<file path="src/rtl/execute_stage.sv">
// Execute stage of the 5-stage MIPS pipeline: ID/EX register with flush,
// operand forwarding muxes, ALUSrc/RegDst muxes, ALU and EX/MEM register.
module execute_stage #(
    parameter int WIDTH   = 32,
    parameter int REGBITS = 5
) (
    input  logic               clk,
    input  logic               reset,
    input  logic               FlushE,
    input  logic               RegWriteD,
    input  logic               MemtoRegD,
    input  logic               MemWriteD,
    input  logic [2:0]         ALUControlD,
    input  logic               ALUSrcD,
    input  logic               RegDstD,
    input  logic [WIDTH-1:0]   RD1D,
    input  logic [WIDTH-1:0]   RD2D,
    input  logic [WIDTH-1:0]   SignImmD,
    input  logic [REGBITS-1:0] rsD,
    input  logic [REGBITS-1:0] rtD,
    input  logic [REGBITS-1:0] rdD,
    input  logic [1:0]         ForwardAE,
    input  logic [1:0]         ForwardBE,
    input  logic [WIDTH-1:0]   ResultW,
    output logic [REGBITS-1:0] rsE,
    output logic [REGBITS-1:0] rtE,
    output logic               RegWriteE,
    output logic               MemtoRegE,
    output logic               RegWriteM,
    output logic               MemtoRegM,
    output logic               MemWriteM,
    output logic [WIDTH-1:0]   ALUOutM,
    output logic [WIDTH-1:0]   WriteDataM,
    output logic [REGBITS-1:0] WriteRegM,
    output logic               ZeroM
);

    typedef enum logic [2:0] {
        ALU_AND = 3'b000,
        ALU_OR  = 3'b001,
        ALU_ADD = 3'b010,
        ALU_SUB = 3'b110,
        ALU_SLT = 3'b111
    } alu_op_e;

    typedef enum logic [1:0] {
        FWD_REG = 2'b00,
        FWD_WB  = 2'b01,
        FWD_MEM = 2'b10
    } fwd_sel_e;

    // ID/EX state
    logic               regwrite_e_q, regwrite_e_d;
    logic               memtoreg_e_q, memtoreg_e_d;
    logic               memwrite_e_q, memwrite_e_d;
    logic [2:0]         alucontrol_e_q, alucontrol_e_d;
    logic               alusrc_e_q, alusrc_e_d;
    logic               regdst_e_q, regdst_e_d;
    logic [WIDTH-1:0]   rd1_e_q, rd1_e_d;
    logic [WIDTH-1:0]   rd2_e_q, rd2_e_d;
    logic [WIDTH-1:0]   signimm_e_q, signimm_e_d;
    logic [REGBITS-1:0] rs_e_q, rs_e_d;
    logic [REGBITS-1:0] rt_e_q, rt_e_d;
    logic [REGBITS-1:0] rd_e_q, rd_e_d;

    // EX/MEM state
    logic               regwrite_m_q, regwrite_m_d;
    logic               memtoreg_m_q, memtoreg_m_d;
    logic               memwrite_m_q, memwrite_m_d;
    logic [WIDTH-1:0]   aluout_m_q, aluout_m_d;
    logic [WIDTH-1:0]   writedata_m_q, writedata_m_d;
    logic [REGBITS-1:0] writereg_m_q, writereg_m_d;
    logic               zero_m_q, zero_m_d;

    // Execute-stage combinational values
    logic [WIDTH-1:0]   src_a_e;
    logic [WIDTH-1:0]   src_b_e;
    logic [WIDTH-1:0]   writedata_e;
    logic [WIDTH-1:0]   alu_result_e;
    logic [REGBITS-1:0] writereg_e;

    // ID/EX next state: capture decode outputs, or a bubble when flushed
    always_comb begin
        regwrite_e_d   = RegWriteD;
        memtoreg_e_d   = MemtoRegD;
        memwrite_e_d   = MemWriteD;
        alucontrol_e_d = ALUControlD;
        alusrc_e_d     = ALUSrcD;
        regdst_e_d     = RegDstD;
        rd1_e_d        = RD1D;
        rd2_e_d        = RD2D;
        signimm_e_d    = SignImmD;
        rs_e_d         = rsD;
        rt_e_d         = rtD;
        rd_e_d         = rdD;
        if (FlushE) begin
            regwrite_e_d   = 1'b0;
            memtoreg_e_d   = 1'b0;
            memwrite_e_d   = 1'b0;
            alucontrol_e_d = '0;
            alusrc_e_d     = 1'b0;
            regdst_e_d     = 1'b0;
            rd1_e_d        = '0;
            rd2_e_d        = '0;
            signimm_e_d    = '0;
            rs_e_d         = '0;
            rt_e_d         = '0;
            rd_e_d         = '0;
        end
    end

    // Forwarding muxes, ALUSrc/RegDst muxes and the ALU; ALUOutM source is the
    // registered value, so there is no path from the ALU back into its inputs
    always_comb begin
        unique case (fwd_sel_e'(ForwardAE))
            FWD_WB:  src_a_e = ResultW;
            FWD_MEM: src_a_e = aluout_m_q;
            default: src_a_e = rd1_e_q;
        endcase

        unique case (fwd_sel_e'(ForwardBE))
            FWD_WB:  writedata_e = ResultW;
            FWD_MEM: writedata_e = aluout_m_q;
            default: writedata_e = rd2_e_q;
        endcase

        src_b_e = alusrc_e_q ? signimm_e_q : writedata_e;

        unique case (alu_op_e'(alucontrol_e_q))
            ALU_ADD: alu_result_e = src_a_e + src_b_e;
            ALU_SUB: alu_result_e = src_a_e - src_b_e;
            ALU_AND: alu_result_e = src_a_e & src_b_e;
            ALU_OR:  alu_result_e = src_a_e | src_b_e;
            ALU_SLT: alu_result_e = {{(WIDTH-1){1'b0}}, ($signed(src_a_e) < $signed(src_b_e))};
            default: alu_result_e = '0;
        endcase

        writereg_e = regdst_e_q ? rd_e_q : rt_e_q;
    end

    // EX/MEM next state: unconditional capture of the execute results
    always_comb begin
        regwrite_m_d  = regwrite_e_q;
        memtoreg_m_d  = memtoreg_e_q;
        memwrite_m_d  = memwrite_e_q;
        aluout_m_d    = alu_result_e;
        writedata_m_d = writedata_e;
        writereg_m_d  = writereg_e;
        zero_m_d      = (alu_result_e == '0);
    end

    // ID/EX register with asynchronous clear
    always_ff @(posedge clk or posedge reset) begin
        if (reset) begin
            regwrite_e_q   <= 1'b0;
            memtoreg_e_q   <= 1'b0;
            memwrite_e_q   <= 1'b0;
            alucontrol_e_q <= '0;
            alusrc_e_q     <= 1'b0;
            regdst_e_q     <= 1'b0;
            rd1_e_q        <= '0;
            rd2_e_q        <= '0;
            signimm_e_q    <= '0;
            rs_e_q         <= '0;
            rt_e_q         <= '0;
            rd_e_q         <= '0;
        end else begin
            regwrite_e_q   <= regwrite_e_d;
            memtoreg_e_q   <= memtoreg_e_d;
            memwrite_e_q   <= memwrite_e_d;
            alucontrol_e_q <= alucontrol_e_d;
            alusrc_e_q     <= alusrc_e_d;
            regdst_e_q     <= regdst_e_d;
            rd1_e_q        <= rd1_e_d;
            rd2_e_q        <= rd2_e_d;
            signimm_e_q    <= signimm_e_d;
            rs_e_q         <= rs_e_d;
            rt_e_q         <= rt_e_d;
            rd_e_q         <= rd_e_d;
        end
    end

    // EX/MEM register with asynchronous clear
    always_ff @(posedge clk or posedge reset) begin
        if (reset) begin
            regwrite_m_q  <= 1'b0;
            memtoreg_m_q  <= 1'b0;
            memwrite_m_q  <= 1'b0;
            aluout_m_q    <= '0;
            writedata_m_q <= '0;
            writereg_m_q  <= '0;
            zero_m_q      <= 1'b0;
        end else begin
            regwrite_m_q  <= regwrite_m_d;
            memtoreg_m_q  <= memtoreg_m_d;
            memwrite_m_q  <= memwrite_m_d;
            aluout_m_q    <= aluout_m_d;
            writedata_m_q <= writedata_m_d;
            writereg_m_q  <= writereg_m_d;
            zero_m_q      <= zero_m_d;
        end
    end

    assign rsE        = rs_e_q;
    assign rtE        = rt_e_q;
    assign RegWriteE  = regwrite_e_q;
    assign MemtoRegE  = memtoreg_e_q;
    assign RegWriteM  = regwrite_m_q;
    assign MemtoRegM  = memtoreg_m_q;
    assign MemWriteM  = memwrite_m_q;
    assign ALUOutM    = aluout_m_q;
    assign WriteDataM = writedata_m_q;
    assign WriteRegM  = writereg_m_q;
    assign ZeroM      = zero_m_q;

endmodule

</file>
<file path="config.mk">
export PLATFORM = sky130hd
export DESIGN_NAME = execute_stage
export DESIGN_NICKNAME = d
export VERILOG_FILES = /design/src/rtl/execute_stage.sv
export SDC_FILE = /design/constraint.sdc
export NUM_CORES = 1
export LEC_CHECK = 0
export ABC_AREA = 1
export BUFFER_PORTS_ARGS = -buffer_cell sky130_fd_sc_hd__buf_2
export CAP_MARGIN = 20
export CORE_ASPECT_RATIO = 0.8
export CORE_MARGIN = 5
export CORE_UTILIZATION = 52
export DETAILED_ROUTE_END_ITERATION = 12
export PLACE_DENSITY = 0.78
export SLEW_MARGIN = 20
export SYNTH_ARGS = -nofsm -noshare
export SYNTH_HDL_FRONTEND = slang
export SYNTH_SLANG_ARGS = --single-unit
</file>
<file path="constraint.sdc">
create_clock -name clk -period 5.9 [get_ports clk]
set_input_delay 0.59 -clock clk [delete_from_list [all_inputs] [get_ports clk]]
set_output_delay 0.59 -clock clk [all_outputs]
set_load 0.05 [all_outputs]
</file>
---- Yosys cells after proc, flatten, opt, wreduce, memory -nomap -nowiden ----
Index checks and enable logic that the tools add are counted.
storage, ports and cells
  register bits after elaboration ......... 192
  bits in latches ......................... 0
  RAM bits ................................ 0
  bits in read-only memories .............. 0
  output and inout port bits .............. 85
  logic and storage cells ................. 51
  memories kept ........................... 0
operators by class
  add/sub/neg operators ................... 2
  $mul .................................... 0
  div/mod/pow operators ................... 0
  $lt $le $gt $ge ......................... 1
  equal/unequal tests ..................... 8
  shift operators ......................... 0
  multiplexer cells ....................... 17
  bitwise operators ....................... 2
  reduce and logical (&&, ||, !) cells .... 2
operators with widths
  cell                                                                    count
  32-bit case mux with 5 select lines                                     1
  32-bit two-way mux                                                      4
  32-bit case mux with 2 select lines                                     2
  32-bit adder                                                            1
  32-bit AND                                                              1
  32-bit logical NOT                                                      1
  32-bit < comparator                                                     1
  32-bit OR                                                               1
  32-bit subtractor                                                       1
  5-bit two-way mux                                                       4
  3-bit equality test (second input constant)                             2
  1-bit two-way mux                                                       5
  2-bit by 1-bit equality test with 1-bit output (second input constant)  2
  2-bit equality test (second input constant)                             2
  3-bit by 1-bit equality test with 1-bit output (second input constant)  1
  3-bit by 2-bit equality test with 1-bit output (second input constant)  1
  3-bit logical NOT                                                       1
  3-bit two-way mux                                                       1

---- Longest topological paths before layout ----
Gate-level depths: netlist (run 1).
  depth after elaboration ................. 6
  mapped depth ............................ 28
  gate-level depth less buffers ........... 26

---- Worst setup path before layout (run 1) ----
No wires, ideal clock.
  path kind ............................... input -> register
  start ................................... in ForwardBE[0]
  end ..................................... reg zero_m_q, in the netlist ZeroM
  library setup time ...................... 0.069 ns
  arrival ................................. 3.538 ns
  data required time ...................... 5.831 ns
  path slack .............................. 2.293 ns
  stages .................................. 24
  path buffers ............................ 2
  cells stage by stage .................... inv_1 ha_1 clkbuf_1 clkbuf_1 a221o_1 o21ai_0 o21ai_1 ha_1 fa_1 nand3_1 nand3_1 nand2_1 nand2_1 nand2_1 nand2_2 nand2_1 nand3_1 nand3_1 nand3_2 nor2_2 nand2_1 nor2_1 nand2_1 nor2_2
on the way
  word-level cells in the longest chain between the ends .. 6
  elaborated cells between the ends (all ways) .. 11
  those cells by class .................... add/sub (2); order compare (1); eq/ne (2); mux (3); bitwise (2); reduce/logical (1)
ends and longest elaborated chain
  item                                                                                   RTL line  source
  start, declared                                                                        23        input logic [1:0] ForwardBE,
  2-bit equality test or 2-bit by 1-bit equality test with 1-bit output (tied branches)  121       unique case (fwd_sel_e'(ForwardBE))
  32-bit case mux with 2 select lines *                                                  121
  32-bit two-way mux *                                                                   127       src_b_e = alusrc_e_q ? signimm_e_q : writedata_e;
  32-bit subtractor, or another cell as far along                                        131       ALU_SUB: alu_result_e = src_a_e - src_b_e;
  32-bit case mux with 5 select lines *                                                  129       unique case (alu_op_e'(alucontrol_e_q))
  named net alu_result_e[22]                                                             79        logic [WIDTH-1:0] alu_result_e;
  32-bit logical NOT *                                                                   149       zero_m_d = (alu_result_e == '0);
  named net zero_m_d                                                                     73        logic zero_m_q, zero_m_d;
  end signal, assigned                                                                   200       zero_m_q <= zero_m_d;
  end, declared                                                                          73
The timed path passes the listed nets; every way through them passes the cells marked *.

---- Worst setup path after layout (run 1) ----
  start ................................... in ForwardBE[0]
  end ..................................... reg zero_m_q, in the netlist ZeroM
on the way
  word-level cells in the longest chain between the ends .. 6
  elaborated cells between the ends (all ways) .. 11
  those cells by class .................... add/sub (2); order compare (1); eq/ne (2); mux (3); bitwise (2); reduce/logical (1)
ends and longest elaborated chain
  item                                                                                   RTL line  source
  2-bit equality test or 2-bit by 1-bit equality test with 1-bit output (tied branches)  121
  32-bit case mux with 2 select lines *                                                  121
  named net writedata_e[1]                                                               78        logic [WIDTH-1:0] writedata_e;
  32-bit two-way mux *                                                                   127
  32-bit subtractor or 32-bit adder (tied branches)                                      131, 130
  32-bit case mux with 5 select lines *                                                  129
  named net alu_result_e[14]                                                             79
  32-bit logical NOT *                                                                   149
  named net zero_m_d                                                                     73
Marked as above.

==> results_dict.tcl, run 1 <==
set metrics [dict create \
    intPower_mw 2.621 \
    switching_power_mw 2.419 \
    die_area_um2 30540 \
    ctsResizeCount 0 \
    fin_setup_tns_ns 0 \
    arrival_ns 5.35 \
    layout_setup_ws_ns 0.9238 \
    drtAntennaViolNets 0 \
    start_util_pct 52.20 \
    max_stage_delay_ns 0.66 \
    path_cells "buf_2 > inv_1 > ha_1 > inv_1 > nor2_1 > a21oi_1 > o21ai_0 > inv_1 > fa_1 > nand3_1 > nand3_1 > nand2_1 > nand2_1 > nand2_1 > nand2_2 > o21ai_0 > nand3b_1 > nor2_1 > nand2_1 > nor2_1 > nand2_1 > nor2_2" \
    ff_latch_area_um2 4806 \
    drc 0 \
    skew_ns 0.01411 \
    relSlewSlack_pct 32.79 \
    p_seq_share_pct 30.1 \
    critPathTopFamily "simple AND/OR/NAND/NOR gates" \
    syn_inst 2055 \
    ioPinCount 243 \
    grt_setup_unrepaired "false" \
    hpwlAfterDp_mm 43.61 \
    final_cell_mix "nand2_1, inv_1, buf_2, nor2_1, dfrtp_1" \
    required_ns 6.28 \
    timing.critical_path.buf_inv 4 \
    syn_area_per_cell_um2 6.865 \
    rows 54 \
    ys_types 49 \
    crit_top_cell "nand2_1" \
    ys_async_sr_fraction_pct 100.0 \
    status "finished, final reports clean" \
    vias 14160 \
    synthToLayoutAreaGrowth_pct 14.40 \
    syn-cell-area_um2 14110 \
    setup_viol_count_final 0 \
    h-tree-depth 4 \
    p_leak_nw 9.597 \
    clkPwrFrac_pct 24.1 \
    end_kind "register" \
    die-height_um 157.3 \
    reg2reg_slack_ns 1.16 \
    yosysWarnings 0 \
    hold_class "primary input to register" \
    path_class "primary input to register" \
    multi_input_area_um2 7147 \
    pre_cts_slack_ns 0.6760 \
    fin_util_pct 59.72 \
    drtIter0Drc 1672 \
    cts_tree "done" \
    fillers 2564 \
    grt_max_degree 139 \
    layout_commonest_cell "nand2_1" \
    finalHoldViolCount 0 \
    gp_congestion 1.079 \
    clock_latency_ns 0.45 \
    cts_setup_buffers 0 \
    antenna_cells 0 \
    design.core.area_um2 27030 \
    cts_hold_buf 0 \
    clock_sinks 192 \
    worst_pin_slew_ns 1.007 \
    start_kind "primary input" \
    vias_per_cell 5.390 \
    die_w_um 194.2 \
    critPathMaxFanout 32 \
    synthFlopType "dfrtp_1" \
    clk_pin_slew_ns 0.09 \
    max_cap_viol_count 0 \
    slew_violations 0 \
    p_per_area_nw_per_um2 312.3 \
    nets 2520 \
    ys_seq_area_share_pct 34.06 \
    p_comb_share_pct 45.8 \
    grt_pass1_vias 13420 \
    fin_crit_ns 4.976 \
    vdd_drop_max_mv 0.1930 \
    clock.fmax_mhz 201.0 \
    synth.ff_latch_count 192 \
    grt_pass1_wl_mm 81.48 \
    drive_above_1_share_pct 16.08 \
    synthesis.nets 2325 \
    antenna_found_initial 4 \
    io_buffers 242 \
    cts_max_path_buffers 2 \
    grtUsageTotal_pct 34.95 \
    cts_root_buf "clkbuf_16" \
    totalWireLength_mm 54.30 \
    finalCritPeriodShare_pct 84.34 \
    firstDrtPassIters 8 \
    swShare_pct 48.00 \
    synth_edf_count 0 \
    crit_path_top_delay_cell "o21ai_0" \
    cts_inserted_buffers 17 \
    wl_per_cell_um 20.67 \
    grt_overflow 0 \
]
==> worst register-to-register path, cell delays in order (launching register included) <==
cell and delay (ns):
dfrtp_2 0.65, buf_4 0.37, o21ai_0 0.72, inv_1 0.19
fa_1 0.59, nand3_1 0.15, nand3_1 0.26, nand2_1 0.17
nand2_1 0.10, nand2_1 0.09, nand2_2 0.10, o21ai_0 0.47
nand3b_1 0.22, nor2_1 0.15, nand2_1 0.08, nor2_1 0.15
nand2_1 0.10, nor2_2 0.10
==> kinds of logic after synthesis <==
kind of cell | after synthesis | synth area share, %
fa+ha+maj | 112 | 10.04
compound gates | 270 | 12.34
xor+xnor | 1 | 0.06210
buf+inv | 558 | 15.30
mux | 5 | 0.3991
flops | 192 | 34.06
simple gates | 917 | 27.80
==> per-stage QoR <==
stage	hold slack (ns)	area (um^2)	cells	total power, mW
2_1_floorplan	0.3312	14110	2055	3.079
3_3_place_gp	0.3372	15530	2595	3.770
3_5_place_dp	0.3410	15530	2595	3.771
4_1_cts	0.3233	16140	2627	4.984
5_1_grt	0.3259	16140	2627	5.306
6_report	0.3349	16140	2627	5.040
==> final cells by class <==
class,count,area share (%)
Multi-Input combinational cell,1305,44.28
Sequential cell,192,29.78
Inverter,478,11.16
Timing Repair Buffer,256,8.171
Tap cell,364,2.822
Clock buffer,17,2.636
Clock inverter,15,1.147
==> metal layers <==
metal	global-route usage, %	wire length (um)	vias up
met1	53.71	24860	6608
met5	0	42	-
li1	-	-	6711
met4	5.823	615	8
met3	11.11	7086	50
met2	48.78	21700	782
==> flip-flops by register name, indices dropped and copies added, names as in the netlist <==
name,count
ALUOutM,32
WriteDataM,32
rd1_e_q,32
rd2_e_q,32
signimm_e_q,32
WriteRegM,5
rd_e_q,5
rsE,5
rtE,5
alucontrol_e_q,3
MemWriteM,1
MemtoRegE,1
MemtoRegM,1
RegWriteE,1
RegWriteM,1
ZeroM,1
alusrc_e_q,1
memwrite_e_q,1
regdst_e_q,1
==> power by group through the flow <==
| stage | Sequential [mW] | Combinational, mW | Clock (mW) |
|---|---|---|---|
| floorplan | 1.78 | 1.29 | 0 |
| global placement | 1.54 | 2.23 | 0 |
| detailed placement | 1.53 | 2.24 | 0 |
| CTS | 1.51 | 2.25 | 1.22 |
| global route | 1.52 | 2.50 | 1.28 |
| finish | 1.52 | 2.31 | 1.22 |
==> synth_stat cells, drive strengths merged, types with 13 or more instances <==
cell / n / area [um^2]
ha: 110 / 1376
o21ai: 117 / 585.6
dfrtp: 192 / 4805
buf: 27 / 162.7
nor2: 239 / 969.7
inv: 476 / 1787
a21oi: 53 / 272.8
nand4: 13 / 81.33
nand3: 123 / 660.6
nand2: 500 / 1917
a221o: 60 / 600.6
clkbuf: 53 / 201.4
o22ai: 20 / 125.1
==> final timing paths <==
kind | startpoint | endpoint | cells after the start
max | ForwardBE[0] | ZeroM$_DFF_PP0_ | 22
min | ALUSrcD | alusrc_e_q$_DFF_PP0_ | 3
max reg2reg | alusrc_e_q$_DFF_PP0_ | ZeroM$_DFF_PP0_ | 17
min reg2reg | memwrite_e_q$_DFF_PP0_ | MemWriteM$_DFF_PP0_ | 0
max in group asynchronous | reset | ALUOutM[5]$_DFF_PP0_ | 3
min in group asynchronous | reset | WriteDataM[12]$_DFF_PP0_ | 2
(Power assumes the default switching activity.)
==> inputs of run 2 (changes only) <==
CORE_UTILIZATION = 55   (was 52)
clock period = 4.67 ns   (was 5.9 ns; I/O delays follow)
==> run 2 against run 1 <==
Net effect: sequential share of layout area decreased by 0.34 points; cell area rose by 1.2%; worst setup slack worse by 0.51 ns; routed wire length up 2.6%; hold slack got worse by 0.27 ns; combinational power up 30%; sequential power rose by 26%; critical path depth stayed put; non-clock buffer count rose by 17; critical path type unchanged; largest cell class unchanged; highest routed layer unchanged.
==> results_dict.tcl, run 2 (same netlist as run 1, synthesis figures left out) <==
set metrics [dict create \
    status "finished, final reports clean" \
    path_cells "buf_2 > inv_1 > ha_1 > buf_4 > a221o_1 > o21ai_0 > o21ai_1 > ha_1 > inv_1 > a21oi_1 > nand2_1 > inv_1 > nand2_1 > inv_1 > nand3_1 > nand3_1 > nand3b_1 > nor2_1 > nand2_1 > nor2_1 > nand2_1 > nor2_2" \
    critPathMaxFanout 18 \
    finalHoldViolCount 0 \
    max_cap_viol_count 0 \
    fin_setup_tns_ns 0 \
    grt_pass1_vias 14200 \
    rows 52 \
    fin_area_um2 16330 \
    slew_violations 0 \
    cts_tree "done" \
    cts_inserted_buffers 17 \
    h-tree-depth 4 \
    skew_ns 0.02045 \
    setup_viol_count_final 0 \
    dpl_cell_area_um2 15670 \
    timing.critical_path.buf_inv 6 \
    finalCritPeriodShare_pct 91.17 \
    drtIter0Drc 1684 \
    worst_pin_slew_ns 0.8263 \
    die-height_um 153.2 \
    relSlewSlack_pct 44.33 \
    io_buffers 242 \
    totalWireLength_mm 55.73 \
    arrival_ns 4.65 \
    ioPinCount 243 \
    cts_setup_buffers 0 \
    design.core.area_um2 25310 \
    clock_latency_ns 0.46 \
    p_per_area_nw_per_um2 397.2 \
    start_util_pct 55.74 \
    fin_crit_ns 4.257 \
    p_leak_nw 9.709 \
    cts_hold_buf 0 \
    max_stage_delay_ns 0.50 \
    nets 2537 \
    grt_pass1_wl_mm 83.81 \
    clock_sinks 192 \
    drive_above_1_share_pct 16.67 \
    grt_max_degree 193 \
    drtAntennaViolNets 0 \
    die_w_um 189.1 \
    antenna_found_initial 4 \
    grt_overflow 0 \
    grt_setup_unrepaired "false" \
    clk_pin_slew_ns 0.09 \
    final_cell_mix "nand2_1, inv_1, buf_2, nor2_1, dfrtp_1" \
    synthToLayoutAreaGrowth_pct 15.73 \
    cts_max_path_buffers 2 \
    hold_class "primary input to asynchronous set/reset pin" \
    start_kind "primary input" \
    path_class "primary input to register" \
    wl_per_cell_um 21.39 \
    layout_commonest_cell "nand2_1" \
    vdd_drop_max_mv 0.2568 \
    end_kind "register" \
    ctsResizeCount 0 \
    grtUsageTotal_pct 37.88 \
    crit_path_top_delay_cell "o21ai_1" \
    die_area_um2 28970 \
    gp_congestion 1.031 \
    critPathTopFamily "simple AND/OR/NAND/NOR gates" \
    vias 14640 \
    required_ns 5.06 \
    clock.fmax_mhz 234.9 \
    cts_root_buf "clkbuf_16" \
    hpwlAfterDp_mm 43.45 \
    firstDrtPassIters 6 \
    drc 0 \
    vias_per_cell 5.619 \
]
[run 2: changes by cell type in the layout (fill, tap and decap cells not counted), sizes merged]
cell / previous run / this run
clkinv: 11 / 9
clkbuf: 17 / 18
buf: 256 / 273
diode: 0 / 2
clkinvlp: 0 / 2
inv: 482 / 480
bufinv: 0 / 1
[run 2: path summary, 6_finish.rpt]
check / start / end / slack [ns] / depth (start not counted)
worst max-delay path: ForwardBE[0] / ZeroM$_DFF_PP0_ / 0.41 / 22
worst min-delay path: reset / signimm_e_q[8]$_DFF_PP0_ / 0.07 / 3
worst max register to register: ALUOutM[17]$_DFF_PP0_ / ZeroM$_DFF_PP0_ / 0.63 / 18
worst min register to register: memwrite_e_q$_DFF_PP0_ / MemWriteM$_DFF_PP0_ / 0.37 / 0
max in group asynchronous: reset / alusrc_e_q$_DFF_PP0_ / 3.58 / 4
min in group clk: rtD[0] / rtE[0]$_DFF_PP0_ / 0.20 / 3
[run 2: per-layer routing]
metal  global-route usage [%]  wire length, um  vias up
li1                         -                -     6747
met1                    56.62            24380     6862
met2                    53.18            22750      937
met3                    11.97             7316       94
met4                    9.712             1265        4
met5                        0               21        -
[run 2: power breakdown]
part	switching, mW	internal (mW)
clock network	0.781	0.790
registers	0.110	1.81
logic	2.19	0.808
total	3.08	3.40
[run 2: stage by stage]
step                worst slack, ns  hold WS [ns]  utilization, %  cells  power (mW)
floorplan                     1.186        0.3312               -   2055       3.890
global placement             0.1127        0.3376           61.90   2571       4.799
detailed placement           0.1407        0.3562           61.90   2571       4.816
CTS                          0.6035        0.1797           64.38   2603       6.387
global route                 0.1020       0.08267           64.50   2605       6.815
finish                       0.4125       0.06513           64.51   2606       6.485
[run 2: tightest hold or removal path, stage by stage]
cell and delay [ns]:
buf_2 0.11, clkinvlp_4 0.07, buf_12 0.27
[run 2: area by class of cell]
cell class,count,area [um^2]
Fill cell,2243,8982
Multi-Input combinational cell,1305,7144
Sequential cell,192,4806
Inverter,478,1798
Timing Repair Buffer,273,1541
Clock buffer,18,439.2
Tap cell,324,405.4
Clock inverter,14,187.7
Antenna cell,2,5.005
==> inputs of run 3 (changes only) <==
PLACE_DENSITY = 0.75   (was 0.78)
==> run 3 against run 2 <==
Net effect: clock-buffer cell count is 2 higher; non-clock buffer count is 12 higher; routed wire length is 0.61% lower; flip-flop and latch count stayed put; clock power is 10% lower; critical path depth stayed put.
==> results_dict.tcl, run 3 (same netlist as run 1, synthesis figures left out) <==
set metrics [dict create \
    skew_ns 0.01997 \
    r2r-start "ALUOutM[6]$_DFF_PP0_" \
    totalWireLength_mm 55.39 \
    start_util_pct 55.74 \
    die_area_um2 28970 \
    clock_sinks 192 \
    final_cell_mix "nand2_1, inv_1, buf_2, nor2_1, dfrtp_1" \
    drive_above_1_share_pct 16.98 \
    vias_per_cell 5.591 \
    cts_setup_buffers 0 \
    status "finished, final reports clean" \
    die_w_um 189.1 \
    clock.fmax_mhz 221.6 \
    io_buffers 242 \
    antenna_found_initial 4 \
    slew_violations 0 \
    synthToLayoutAreaGrowth_pct 15.49 \
    arrival_ns 4.88 \
    drtIter0Drc 1845 \
    gp_congestion 1.014 \
    vias 14640 \
    cts_max_path_buffers 2 \
    start_kind "primary input" \
    grt_max_degree 64 \
    h-tree-depth 4 \
    die-height_um 153.2 \
    clock_latency_ns 0.45 \
    cts_tree "done" \
    finalHoldViolCount 0 \
    hold_class "primary input to asynchronous set/reset pin" \
    grt_util_met3_pct 13.84 \
    layout_commonest_cell "nand2_1" \
    p_seq_share_pct 30.3 \
    end_kind "register" \
    ioPinCount 243 \
    reg2reg_slack_ns 0.67 \
    grt_setup_unrepaired "false" \
    hpwlAfterDp_mm 44.26 \
    relSlewSlack_pct 33.84 \
    path_class "primary input to register" \
    drtAntennaViolNets 0 \
    grt-busiest-layer "met1" \
    grt_pass1_wl_mm 83.12 \
    grt_overflow 0 \
    vdd_drop_max_mv 0.2770 \
    p_comb_share_pct 47.6 \
    cts_hold_buf 0 \
    worstRegToRegCells 19 \
    clk_pin_slew_ns 0.08 \
    cts_root_buf "clkbuf_16" \
    worst_pin_slew_ns 0.9820 \
    p_per_area_nw_per_um2 389.4 \
    whs_ns 0.02405 \
    clkPwrFrac_pct 22.1 \
    p_leak_nw 9.711 \
    rows 52 \
    firstDrtPassIters 8 \
    setup_viol_count_final 0 \
    required_ns 5.04 \
    gr-usage-met1_pct 54.58 \
    grtUsageTotal_pct 37.67 \
    grt_pass1_vias 14080 \
    finalCritPeriodShare_pct 96.62 \
    intPower_mw 3.335 \
    wl_per_cell_um 21.16 \
    swShare_pct 47.43 \
    design.core.area_um2 25310 \
    use_met2_pct 53.43 \
    nets 2549 \
    fin_crit_ns 4.512 \
    max_cap_viol_count 0 \
    critPathMaxFanout 15 \
    cts_inserted_buffers 17 \
    ctsResizeCount 0 \
    fin_util_pct 64.38 \
    switching_power_mw 3.010 \
    regToRegEndpoint "ZeroM$_DFF_PP0_" \
    drc 0 \
]
run 3: stage by stage:
step           std cells  power, mW  setup TNS, ns  worst slack [ns]  cell area (um^2)
2_1_floorplan       2055      3.890              0             1.186             14110
3_3_place_gp        2584      4.828        -0.1460           -0.1460             15740
3_5_place_dp        2584      4.846        -0.1698           -0.1698             15740
4_1_cts             2615      6.253              0            0.2792             16290
5_1_grt             2618      6.657              0            0.1080             16290
6_report            2618      6.345              0            0.1577             16290
run 3: routing by layer:
layer	vias up	routed length (um)	share of wire, %
met5	-	13	0.023
met4	2	1443	2.6
met3	99	7900	14
met2	977	22720	41
met1	6794	23320	42
li1	6764	-	-
run 3: power by group through the flow:
stage | clock (mW) | combinational, mW | sequential [mW]
after floorplan | 0 | 1.64 | 2.25
after global placement | 0 | 2.89 | 1.94
after detailed placement | 0 | 2.91 | 1.94
after CTS | 1.41 | 2.93 | 1.91
after global routing | 1.48 | 3.25 | 1.93
final | 1.41 | 3.02 | 1.92
run 3: critical path, cell delays in order:
cell      delay, ns
buf_2          0.09
inv_1          0.04
ha_1           0.33
inv_1          0.17
buf_4          0.25
o21ai_0        0.62
inv_1          0.18
ha_1           0.57
nand2_1        0.16
nor2_1         0.37
nand4_1        0.23
nand3b_1       0.32
nand2_1        0.16
nand2_1        0.08
nand2_1        0.05
nand3_1        0.07
nand3b_1       0.22
nor2_1         0.15
nand2_1        0.06
nor2_1         0.10
nand2_1        0.08
nor2_2         0.07
run 3: worst max path at each step:
stage | to | depth (start not counted) | startpoint | slack (ns)
finish | ZeroM$_DFF_PP0_ | 22 | ForwardAE[0] | 0.16
global route | ZeroM$_DFF_PP0_ | 22 | ForwardAE[0] | 0.11
CTS | ZeroM$_DFF_PP0_ | 24 | ForwardBE[0] | 0.28
detailed placement | ZeroM$_DFF_PP0_ | 24 | ForwardBE[0] | -0.17
global placement | ZeroM$_DFF_PP0_ | 24 | ForwardBE[0] | -0.15
floorplan | ZeroM$_DFF_PP0_ | 24 | ForwardBE[0] | 1.19
run 3: area by class of cell:
class | count | area [um^2]
Fill cell | 2301 | 9016
Clock buffer | 20 | 446.7
Sequential cell | 192 | 4806
Timing Repair Buffer | 285 | 1587
Inverter | 478 | 1798
Multi-Input combinational cell | 1305 | 7144
Clock inverter | 11 | 98.84
Tap cell | 324 | 405.4
Antenna cell | 3 | 7.507
